[src/rtl/register_dump_reader.sv]
// Snapshots the architectural register file on a start request and streams the
// selected registers out as (index, data) words, lowest index first.
module register_dump_reader #(
  parameter int NREGS  = 32,
  parameter int DATA_W = 32
) (
  input  logic                                 clk,
  input  logic                                 reset,
  input  logic [NREGS-1:0][DATA_W-1:0]         ioRegisters,
  input  logic                                 dumpStart,
  input  logic [NREGS-1:0]                     regMask,
  input  logic                                 dumpReady,
  output logic                                 dumpValid,
  output logic [$clog2(NREGS)-1:0]             dumpIndex,
  output logic [DATA_W-1:0]                    dumpData,
  output logic                                 dumpLast,
  output logic                                 busy,
  output logic                                 done
);

  localparam int IDX_W = $clog2(NREGS);

  localparam logic [1:0] ST_IDLE = 2'd0;
  localparam logic [1:0] ST_SEND = 2'd1;
  localparam logic [1:0] ST_DONE = 2'd2;

  localparam logic [NREGS-1:0] MASK_ONE = NREGS'(1);

  logic [1:0]              state_reg;
  logic [1:0]              state_next;
  logic [NREGS-1:0]        pending_reg;
  logic [NREGS-1:0]        pending_next;
  logic [NREGS*DATA_W-1:0] snap_flat;
  logic                    take_snap;

  logic [NREGS-1:0]        lowest_bit;
  logic [NREGS-1:0]        pending_rest;
  logic [IDX_W-1:0]        cur_idx;
  logic                    in_send;

  assign take_snap = (state_reg == ST_IDLE) && dumpStart;

  // One word-wide register per architectural register, all loaded in the
  // same cycle so the dump sees a coherent image of the file.
  genvar gi;
  generate
    for (gi = 0; gi < NREGS; gi++) begin : g_snap
      logic [DATA_W-1:0] word_reg;

      always_ff @(posedge clk or negedge reset) begin
        if (!reset) begin
          word_reg <= '0;
        end else if (take_snap) begin
          word_reg <= ioRegisters[gi];
        end
      end

      assign snap_flat[gi*DATA_W +: DATA_W] = word_reg;
    end
  endgenerate

  // Two's-complement trick isolates the lowest pending bit.
  assign lowest_bit   = pending_reg & (~pending_reg + MASK_ONE);
  assign pending_rest = pending_reg & ~lowest_bit;

  always_comb begin
    cur_idx = '0;
    for (int i = NREGS - 1; i >= 0; i--) begin
      if (pending_reg[i]) begin
        cur_idx = IDX_W'(i);
      end
    end
  end

  always_comb begin
    state_next   = state_reg;
    pending_next = pending_reg;
    case (state_reg)
      ST_IDLE: begin
        if (dumpStart) begin
          pending_next = regMask;
          state_next   = (regMask != '0) ? ST_SEND : ST_DONE;
        end
      end
      ST_SEND: begin
        if (dumpReady) begin
          pending_next = pending_rest;
          if (pending_rest == '0) begin
            state_next = ST_DONE;
          end
        end
      end
      ST_DONE: begin
        state_next = ST_IDLE;
      end
      default: begin
        state_next   = ST_IDLE;
        pending_next = '0;
      end
    endcase
  end

  always_ff @(posedge clk or negedge reset) begin
    if (!reset) begin
      state_reg   <= ST_IDLE;
      pending_reg <= '0;
    end else begin
      state_reg   <= state_next;
      pending_reg <= pending_next;
    end
  end

  // Outputs decode registered state only, so dumpReady never reaches them.
  assign in_send   = (state_reg == ST_SEND);
  assign dumpValid = in_send;
  assign dumpIndex = in_send ? cur_idx : '0;
  assign dumpData  = in_send ? snap_flat[cur_idx*DATA_W +: DATA_W] : '0;
  assign dumpLast  = in_send && (pending_rest == '0);
  assign busy      = (state_reg != ST_IDLE);
  assign done      = (state_reg == ST_DONE);

endmodule

[config.mk]
export PLATFORM = sky130hd
export DESIGN_NAME = register_dump_reader
export DESIGN_NICKNAME = d
export VERILOG_FILES = /design/src/rtl/register_dump_reader.sv
export SDC_FILE = /design/constraint.sdc
export NUM_CORES = 2
export LEC_CHECK = 0
export BUFFER_PORTS_ARGS = -buffer_cell sky130_fd_sc_hd__clkbuf_2
export CORE_AREA = 4 4 422 424
export DETAILED_ROUTE_END_ITERATION = 7
export DIE_AREA = 0 0 426 428
export PLACE_DENSITY_LB_ADDON = 0.2
export SLEW_MARGIN = 20
export SYNTH_ARGS = -nofsm -noshare
export SYNTH_HDL_FRONTEND = slang
export SYNTH_SLANG_ARGS = --single-unit
[constraint.sdc]
create_clock -name clk -period 3.2 [get_ports clk]
set_clock_uncertainty 0.2 [all_clocks]
set_input_delay 0.32 -clock clk [delete_from_list [all_inputs] [get_ports clk]]
set_output_delay 0.32 -clock clk [all_outputs]
set_load 0.02 [all_outputs]
==> results.cfg <==
[yosys]
netlist_top_cells_area = dfrtp_1 53%, nand2_1 25%, clkbuf_1 2.8%, o21ai_0 2.2%, mux2i_1 1.9%
synth_warnings = 0
syn_inst = 6291
syn_nets = 7351
ys_async_sr_fraction = 1.00
synth_cell_types = 66
syn_area_per_cell_sq_um = 7.93
synth_edf_count = 0
synth_seq_cells = 1058
yosysSeqAreaShare = 0.530
yosysTopAreaCellShare = 0.530
synth_ff_type = dfrtp_1
synth_top_area_cell = dfrtp_1
netlist_area_sq_mm = 0.0499

[clock_network]
clockBufferDepth = 3
cts_tree = yes
ctsRootBufferMaster = clkbuf_16
cts_max_level = 4
clkTransAtPathRegs_ns = 0.06
cts_buffers = 130
clock_latency_ns = 0.78
clkSinkCount = 1058

[sta]
finalCritPeriodShare = 1.48
relSlewSlack = 0.331
hold_violations = 0
setup_viol = 39
clock.fmax_mhz = 211
tightest_slew_ns = 1.00
fin_crit_ns = 4.74
holdWs_ns = 0.0245
setup_ws_ns = -1.54
maxSlewViolCount = 0
rsz0062_at_grt = true

[outcome]
violations = negative setup slack
run_status = finished with violations

[worst_setup_path]
rr_endpoint = state_reg[0]$_DFFE_PN0P_
arrival_ns = 4.22
start_kind = flop
crit_fanout = 7
worstSetupEndpointType = output port
required_ns = 2.68
critical_path_class = reg -> out
critPathLaunch = pending_reg[24]$_DFFE_PN0P_
critPathCapture = dumpData[18]
r2r_setup_slack_ns = -0.04
rr_startpoint = pending_reg[13]$_DFFE_PN0P_
rr_worst_depth = 13

[placement]
post-place-ws_ns = -1.58
place_congestion = 0.953
port-buffer-count = 1100
placed_area_sq_mm = 0.0630
place_hpwl_um = 218000

[finish]
seq_area_sq_mm = 0.0265
final_cell_mix = 3295 x nand2_1, 1085 x dlygate4sd3_1, 1063 x clkbuf_2
nets = 9919
multi_input_area_sq_mm = 0.0247
area.growth.synth_to_final_pct = 66.2
drive_gt1_frac = 0.270
fill_cells = 16500
fin_area_sq_mm = 0.0829
largest_register_ffs = 1024
final_common_cell = nand2_1

[drt]
drc = 0
num_vias = 57100
wire_per_inst_um = 26.1
drtIter0Drc = 4854
wl_met1_um = 111000
antenna_left = 0
first_pass_iters = 6
wirelength_um = 296000
viasPerCell = 5.05
wl_met2_um = 142000
met3_length_um = 16900
top_layer = met5

[pwr]
peakVddDrop_mv = 1.06
p_leak_nw = 41.3
p_int_mw = 58.6
p_sw_mw = 55.8
p_clk_frac = 0.136
pwr_density_cell_mw_per_mm2 = 1380
seqPwrFrac = 0.211
pwr-share-comb = 0.654
switching_share = 0.488

[global_route]
grt_pass1_wl_um = 410000
grt_max_degree = 172
antenna_found_initial = 30
grt-ovfl-total = 0
gr-usage-all-layers = 0.311
grt_pass1_vias = 59200

[floorplan]
coreArea_sq_mm = 0.174
rows = 153
fp.dieH_um = 428
die_w_um = 426
ios = 1101
dieArea_sq_mm = 0.182
start_util = 0.287

[hold_path]
hp-class = in -> reg

[flow_run]
max-cap-violations = 0
critical path, stage by stage, from the launching register on:
cell and delay, ns:
dfrtp_1 0.38, or4_4 0.57, or3_4 0.37, nor3_4 0.25, buf_6 0.16, a211oi_4 0.06
buf_12 0.14, and2_4 0.16, buf_8 0.14, nand2_8 0.11, o221ai_2 0.15, buf_4 0.18
a31oi_1 0.16, buf_4 0.20, o22ai_2 0.09, buf_6 0.16, clkbuf_4 0.16
timing repair:
| item | 4_1_cts | 5_1_grt |
|---|---|---|
| cloned | 4 | 5 |
| resized for setup | 372 | 338 |
| pin swaps | 40 | 77 |
| hold endpoints to repair | 1821 | 0 |
| buffers inserted | 19 | 64 |
| hold buffers | 1086 | 0 |
| setup endpoints to repair | 40 | 40 |
worst min-delay path by stage:
stage,start,endpoint,slack (ns),cells past startpoint
floorplan,reset,g_snap[0].word_reg[0]$_DFFE_PN0P_,-0.18,0
global placement,reset,g_snap[12].word_reg[19]$_DFFE_PN0P_,0.12,1
detailed placement,reset,g_snap[12].word_reg[15]$_DFFE_PN0P_,0.13,1
CTS,ioRegisters[204],g_snap[6].word_reg[12]$_DFFE_PN0P_,0.00004,4
finish,ioRegisters[625],g_snap[19].word_reg[17]$_DFFE_PN0P_,0.02,4
global route,ioRegisters[567],g_snap[17].word_reg[23]$_DFFE_PN0P_,0.005,4
cell families after synthesis:
family	count (synthesis)	share of synthesized area
adders and majority gates	2	0.000401
DFF	1058	0.530
buffers and inverters	534	0.0421
AOI/OAI and AO/OA	808	0.107
and+or+nand+nor	3791	0.301
muxes	98	0.0198
routing by layer:
| layer | vias up | track usage |
|---|---|---|
| li1 | 25700 | - |
| met1 | 27800 | 0.361 |
| met2 | 2763 | 0.519 |
| met3 | 882 | 0.0449 |
| met4 | 10 | 0.234 |
| met5 | - | 0 |
power groups by stage:
stage / Combinational, mW / Clock, mW / Sequential (mW)
6_report: 74.7 / 15.5 / 24.1
3_3_place_gp: 60.2 / 0 / 24.0
5_1_grt: 78.4 / 16.3 / 24.7
3_5_place_dp: 60.4 / 0 / 24.0
4_1_cts: 68.1 / 15.8 / 23.9
2_1_floorplan: 27.0 / 0 / 22.2
metrics by stage:
stage	utilization	TNS, ns	total power, mW	instances
2_1_floorplan	-	-0.0427	49.2	6291
3_3_place_gp	0.363	-40.84	84.2	9885
3_5_place_dp	0.363	-40.30	84.4	9885
4_1_cts	0.464	-55.16	108	11200
5_1_grt	0.477	-52.80	119	11300
6_report	0.477	-48.29	114	11300
cell usage after synthesis, types with 61 or more instances:
cell / count
o21ai_0: 224
a211oi_1: 65
mux2i_1: 93
dfrtp_1: 1058
clkbuf_1: 374
o31ai_1: 63
a21oi_1: 147
nor3_1: 92
inv_1: 73
nor2_1: 118
nand3_1: 152
nand2_1: 3300
a221oi_1: 61
final cells by class:
cell class | instances | area share
clock inverters | 45 | 0.00756
clock buffers | 186 | 0.0461
well taps | 2325 | 0.0351
repair buffers | 2894 | 0.290
inverters | 73 | 0.00330
flip-flops and latches | 1058 | 0.319
multi-input cells | 4702 | 0.298
diodes | 24 | 0.000724
No activity file was read; power rests on OpenSTA's default activity.
